`config.mk`:
```
export PLATFORM = sky130hd
export DESIGN_NAME = apb_rw_scheduler
export DESIGN_NICKNAME = d
export VERILOG_FILES = /design/src/rtl/apb_bridge_pkg.sv /design/src/rtl/rr_arbiter2.sv /design/src/rtl/apb_rw_scheduler.sv
export SDC_FILE = /design/constraint.sdc
export NUM_CORES = 1
export LEC_CHECK = 0
export ABC_CLOCK_PERIOD_IN_PS = 2680
export CELL_PAD_IN_SITES_DETAIL_PLACEMENT = 1
export CELL_PAD_IN_SITES_GLOBAL_PLACEMENT = 1
export CORE_MARGIN = 4
export CORE_UTILIZATION = 30
export DETAILED_ROUTE_END_ITERATION = 8
export HOLD_SLACK_MARGIN = 0.08
export PLACE_DENSITY_LB_ADDON = 0.1
export SYNTH_ARGS = -nofsm -noshare
export SYNTH_HDL_FRONTEND = slang
export SYNTH_SLANG_ARGS = --single-unit
```
`constraint.sdc`:
```
create_clock -name clk -period 2.68 [get_ports clk]
set_input_delay 0.67 -clock clk [delete_from_list [all_inputs] [get_ports clk]]
set_output_delay 0.67 -clock clk [all_outputs]
set_load 0.02 [all_outputs]
```
`src/rtl/apb_bridge_pkg.sv`:
```
// rtl/apb_bridge_pkg.sv - shared types and constants for the AXI4-Lite to APB bridge
package apb_bridge_pkg;

  // Transfer sequencing states of the APB master
  typedef enum logic [1:0] {
    IDLE   = 2'd0,
    SETUP  = 2'd1,
    ACCESS = 2'd2,
    RESP   = 2'd3
  } state_t;

  // Which request channel owns the APB port
  typedef enum logic {
    GNT_WR = 1'b0,
    GNT_RD = 1'b1
  } grant_t;

  // AXI response codes produced from the completion error flag
  localparam logic [1:0] RESP_OKAY   = 2'b00;
  localparam logic [1:0] RESP_SLVERR = 2'b10;

  // Map a completion error flag to an AXI BRESP/RRESP code
  function automatic logic [1:0] errToResp(input logic err);
    return err ? RESP_SLVERR : RESP_OKAY;
  endfunction

endpackage

```
`src/rtl/rr_arbiter2.sv`:
```
// rtl/rr_arbiter2.sv - two-requester round-robin arbiter (write vs read)
module rr_arbiter2
  import apb_bridge_pkg::*;
(
  input  logic clk,
  input  logic rst,
  input  logic reqWr,
  input  logic reqRd,
  input  logic update,
  output logic gntWr,
  output logic gntRd,
  output logic lastGrant
);

  grant_t lastQ;

  // A lone requester wins outright; on a tie the channel not served last wins
  always_comb begin
    gntWr = 1'b0;
    gntRd = 1'b0;
    if (reqWr && reqRd) begin
      if (lastQ == GNT_RD) begin
        gntWr = 1'b1;
      end else begin
        gntRd = 1'b1;
      end
    end else begin
      gntWr = reqWr;
      gntRd = reqRd;
    end
  end

  // Remember the channel taken on each update; starts as read so write wins the first tie
  always_ff @(posedge clk or negedge rst) begin
    if (!rst) begin
      lastQ <= GNT_RD;
    end else if (update) begin
      lastQ <= gntWr ? GNT_WR : GNT_RD;
    end
  end

  assign lastGrant = lastQ;

endmodule

```
`src/rtl/apb_rw_scheduler.sv`:
```
// rtl/apb_rw_scheduler.sv - shares one APB master port between write and read requests
module apb_rw_scheduler
  import apb_bridge_pkg::*;
#(
  parameter int addrWidth = 32,
  parameter int dataWidth = 32,
  parameter int TIMEOUT   = 16
) (
  input  logic                   clk,
  input  logic                   rst,
  input  logic                   wr_req_valid,
  output logic                   wr_req_ready,
  input  logic [addrWidth-1:0]   wr_addr,
  input  logic [2:0]             wr_prot,
  input  logic [dataWidth-1:0]   wr_data,
  input  logic [dataWidth/8-1:0] wr_strb,
  output logic                   wr_done_valid,
  input  logic                   wr_done_ready,
  output logic                   wr_done_err,
  input  logic                   rd_req_valid,
  output logic                   rd_req_ready,
  input  logic [addrWidth-1:0]   rd_addr,
  input  logic [2:0]             rd_prot,
  output logic                   rd_done_valid,
  input  logic                   rd_done_ready,
  output logic [dataWidth-1:0]   rd_done_data,
  output logic                   rd_done_err,
  output logic                   psel,
  output logic                   penable,
  output logic                   pwrite,
  output logic [addrWidth-1:0]   paddr,
  output logic [2:0]             pprot,
  output logic [dataWidth-1:0]   pwdata,
  output logic [dataWidth/8-1:0] pstrb,
  input  logic [dataWidth-1:0]   prdata,
  input  logic                   pready,
  input  logic                   pslverr
);

  localparam int cntWidth = (TIMEOUT > 0) ? $clog2(TIMEOUT + 1) : 1;
  localparam logic [cntWidth-1:0] cntLast = (TIMEOUT > 0) ? cntWidth'(TIMEOUT - 1) : '0;
  localparam logic [cntWidth-1:0] cntMax  = '1;
  localparam logic timeoutOn = (TIMEOUT > 0);

  state_t              state;
  logic [cntWidth-1:0] waitCnt;
  logic                gntWr;
  logic                gntRd;
  logic                lastGrant;
  grant_t              curCh;
  logic                acceptWr;
  logic                acceptRd;
  logic                accessTimeout;
  logic                doneHs;

  // The arbiter latches the channel at accept, so lastGrant names the owner for the
  // whole transfer and equals the most recently completed channel by the next IDLE
  rr_arbiter2 u_arb (
    .clk       (clk),
    .rst       (rst),
    .reqWr     (wr_req_valid),
    .reqRd     (rd_req_valid),
    .update    (acceptWr || acceptRd),
    .gntWr     (gntWr),
    .gntRd     (gntRd),
    .lastGrant (lastGrant)
  );

  assign curCh = grant_t'(lastGrant);

  // Ready is offered only in IDLE and only to the granted, requesting channel
  always_comb begin
    wr_req_ready = rst && (state == IDLE) && gntWr;
    rd_req_ready = rst && (state == IDLE) && gntRd;
  end

  assign acceptWr      = wr_req_valid && wr_req_ready;
  assign acceptRd      = rd_req_valid && rd_req_ready;
  assign accessTimeout = timeoutOn && (waitCnt == cntLast);
  assign doneHs        = (wr_done_valid && wr_done_ready) || (rd_done_valid && rd_done_ready);

  // Transfer sequencer: registers the request, drives APB phases, holds the completion
  always_ff @(posedge clk or negedge rst) begin
    if (!rst) begin
      state         <= IDLE;
      waitCnt       <= '0;
      psel          <= 1'b0;
      penable       <= 1'b0;
      pwrite        <= 1'b0;
      paddr         <= '0;
      pprot         <= '0;
      pwdata        <= '0;
      pstrb         <= '0;
      wr_done_valid <= 1'b0;
      wr_done_err   <= 1'b0;
      rd_done_valid <= 1'b0;
      rd_done_err   <= 1'b0;
      rd_done_data  <= '0;
    end else begin
      case (state)
        IDLE: begin
          if (acceptWr) begin
            pwrite <= 1'b1;
            paddr  <= wr_addr;
            pprot  <= wr_prot;
            pwdata <= wr_data;
            pstrb  <= wr_strb;
            psel   <= 1'b1;
            state  <= SETUP;
          end else if (acceptRd) begin
            pwrite <= 1'b0;
            paddr  <= rd_addr;
            pprot  <= rd_prot;
            pwdata <= '0;
            pstrb  <= '0;
            psel   <= 1'b1;
            state  <= SETUP;
          end
        end
        SETUP: begin
          penable <= 1'b1;
          waitCnt <= '0;
          state   <= ACCESS;
        end
        ACCESS: begin
          if (pready || accessTimeout) begin
            psel    <= 1'b0;
            penable <= 1'b0;
            state   <= RESP;
            if (curCh == GNT_WR) begin
              wr_done_valid <= 1'b1;
              wr_done_err   <= pready ? pslverr : 1'b1;
            end else begin
              rd_done_valid <= 1'b1;
              rd_done_err   <= pready ? pslverr : 1'b1;
              rd_done_data  <= pready ? prdata : '0;
            end
          end else if (waitCnt != cntMax) begin
            waitCnt <= waitCnt + 1'b1;
          end
        end
        RESP: begin
          if (doneHs) begin
            wr_done_valid <= 1'b0;
            rd_done_valid <= 1'b0;
            state         <= IDLE;
          end
        end
        default: state <= IDLE;
      endcase
    end
  end

endmodule

```
==> summary.txt <==
Yosys
  • XOR/XNOR Fraction of Synth Area: 0%
  • Count of cell types in the netlist: 39
  • Most common cell in the netlist: dfrtp_1
  • Asr flop ratio synth: 100.0%
  • Largest family of logic cells by synthesized area: compound AO/OA/AOI/OAI gates
  • Synth top area share: between 50% and 60%
  • Mapped Nets: 594
  • Mapped cell area: approximately 5000 sq um
  • Simple-gate share of the synthesized area: 11.95%
  • Multiplexer area fraction after synthesis: 0.6239%
  • Register area share after synthesis: 58.92%
  • Syn. warnings: 0
  • Yosys top cell by area: dfrtp_1
  • Yosys reg bits: 118
  • Syn avg cell area: between 10 and 15 sq um
  • Post-synthesis compound-gate area fraction: between 20% and 30%
  • Cells after Synth: 441
  • Main synth FF type: dfrtp_1
  • Synth Area in Adders: 1.747%
  • Synth area leaders: dfrtp_1 (58%), a22o_1 (12%), nand2_1 (5.7%), o211ai_1 (5.4%), nand3_1 (3.7%)
  • Top post-synthesis cells by count: dfrtp_1 (117), nand2_1 (76), a22o_1 (71)
  • EDFF count, synth: 0

Floorplan
  • Core ar.: 16120 sq um
  • DIE AREA: 18840 sq um
  • Die Wd: 137.3 microns
  • Die Y-Extent: 137.3 microns
  • Initial core utilization: 31.11%
  • I/O pins: 258
  • Placement Rows: 46

STA
  • Period minus WS final: 2.532 ns
  • Fin crit share: 94.50%
  • Final setup vio count: 0
  • RSZ-0062 raised after global routing: no
  • Headroom to the max-slew limit: roughly a third
  • Fmax: 394.9 MHz
  • Hold Violations, Final: 0
  • Final Max Slew Viols: 0
  • Worst-margin pin slew: 0.9829 ns
  • Clock Skew: 0.006693 ns

Setup path
  • Setup crit end kind: output pin
  • Max FO, Critical Path: 2
  • Worst Path Required: 2.01 ns
  • Setup CP Type: primary input to output pin
  • Crit path max-delay cell type: clkdlybuf4s50_1
  • R2r setup slk: 0.44 ns
  • Crit path DAT: 1.86 ns
  • CP cell instances: clkdlybuf4s50_1, buf_4, nand2b_4, and2_2, dlygate4sd2_1
  • Crit-path leading delay family: buffers and inverters
  • Startpoint Class: primary input
  • CP peak stage delay: 0.49 ns
  • Reg2Reg Launch Point: waitCnt[0]
  • Worst path bufs/invs: 3
  • Reg-to-Reg End: rd_done_data[28]
  • Worst r2r path cells: 7

Pwr
  • Power per cell area: 1140 nW/um^2
  • Total power: 0.009512 W
  • Max rail drop VDD: 494.2 uV
  • LEAKAGE: about 3.5 nW

Routing
  • Detailed Routing Iterations Pass 1: 5
  • Final wirelength: 18910 microns
  • Drt wl/cell: 20.44 microns
  • Iteration-0 DRC Markers: 215
  • Via count: 4684
  • Vias per Instance: 5.064
  • Residual DRC count: 0
  • ANT nets after route: 0

GRT
  • Overall Global Routing Usage: between 10% and 20%
  • Largest net degree at the start of global routing: 77
  • Overflow after GRT: 0
  • Vias in the first global route: 5059
  • Initial antenna violation count: 1
  • First-pass GRT wire length: about 29000 microns

Outcome
  • Status: finished clean

Place
  • Final Wtd Congestion: 0.7405
  • Dpl cells: between 800 and 900
  • PortBufs: 257
  • HPWL after DPL: 13540 microns

Clock tree
  • Longest Clk Path Bufs: 2
  • Reg clk slew, reported paths: 0.05 ns
  • CTS tree: yes
  • CTS buffer count: 17
  • Postcts setup bufs: 0
  • Skew-Pair Late Insertion Delay: 0.41 ns
  • Htree depth: 4
  • Clk root buf: clkbuf_16
  • CTS sink count: 118

Finish
  • P&R area growth vs syn: 66.43%
  • Number of fill cells in the layout: 1709
  • Layout cells sized above 1: 7.214%
  • Post-layout nets: 847
  • Post-Layout Cell Count: 925

Min path
  • Min-delay worst type: primary input to asynchronous set/reset pin

Flow run
  • Maxcap violations: 0
## how the worst max path moves through the flow
stage / start / to / slack (ns) / depth (start not counted)
finish: rd_req_valid / wr_req_ready / 0.15 / 5
global route: state[0] / rd_req_ready / 0.02 / 5
CTS: state[0] / rd_req_ready / 0.13 / 5
detailed placement: rd_req_valid / rd_req_ready / -0.12 / 4
global placement: rd_req_valid / wr_req_ready / -0.07 / 5
floorplan: state[0] / wr_req_ready / 0.59 / 7
## routing by layer
layer | track usage [%] | vias to the layer above | wire length, microns | share of wire [%]
li1 | - | 2120 | - | -
met1 | 22.31 | 2388 | 7279 | 39
met2 | 35.20 | 152 | 9966 | 53
met3 | 6.574 | 22 | 1373 | 7.3
met4 | 6.319 | 2 | 272 | 1.4
met5 | 0 | - | 13 | 0.069
## cell usage in the layout (no fill, tap or decap), types with 3 or more instances in the layout
master,count
clkbuf_16,17
and3_1,3
nand2_1,76
a22o_1,71
o211ai_1,36
o21ai_1,4
clkdlybuf4s50_1,254
dfrtp_1,117
inv_1,11
nand3_1,37
clkinvlp_4,5
buf_4,15
clkinv_2,3
a21oi_1,5
ha_1,7
## where the power goes
group	internal [W]	switching, W	total [W]
Combinational	0.00210	0.00220	0.00430
Clock	0.00139	0.000828	0.00222
Sequential	0.00254	0.000455	0.00299
Total	0.00603	0.00348	0.00951
## kinds of logic (layout without fill, tap and decap cells)
group	after synthesis	count (layout)
AO/OA/AOI/OAI	132	132
AND/OR/NAND/NOR	131	131
flip-flops	118	118
buffers and inverters	50	316
adder cells (fa/ha/maj)	7	7
multiplexers	3	3
other	0	2
## state kept, by name (all words and copies together) (netlist names)
name,count
paddr,32
penable,1
pprot,3
psel,1
pstrb,4
pwdata,32
pwrite,1
rd_done_data,32
rd_done_err,1
rd_done_valid,1
state,2
u_arb.lastGrant,1
waitCnt,5
wr_done_err,1
wr_done_valid,1
## cell type report
type | count | area, sq um | share of cell area (%)
Multi-Input combinational cell | 273 | 1794 | 21.50
Antenna cell | 2 | 5.005 | 0.05998
Timing Repair Buffer | 273 | 2703 | 32.39
Sequential cell | 118 | 2954 | 35.40
Inverter | 11 | 41.29 | 0.4948
Clock inverter | 12 | 130.1 | 1.559
Tap cell | 216 | 270.3 | 3.239
Clock buffer | 20 | 446.7 | 5.353
## stage by stage
stage / setup WS [ns] / utilization [%] / setup TNS (ns) / hold WS [ns] / cell area, sq um
after floorplan: 0.5877 / - / 0 / 0.3744 / 5014
after global placement: -0.06671 / 48.12 / -0.09892 / 0.4744 / 7755
after detailed placement: -0.1150 / 48.12 / -0.1994 / 0.4770 / 7755
after CTS: 0.1334 / 51.75 / 0 / 0.4002 / 8339
after global routing: 0.02338 / 51.75 / 0 / 0.4274 / 8339
final: 0.1475 / 51.78 / 0 / 0.3979 / 8344
## what timing repair did
item / 4_1_cts / 5_1_grt
hold endpoints to repair: 1 / 0
resized for setup: 2 / 0
hold buffers: 1 / 0
setup endpoints to repair: 2 / 0
Note: power is estimated with default switching activity, not from simulation.
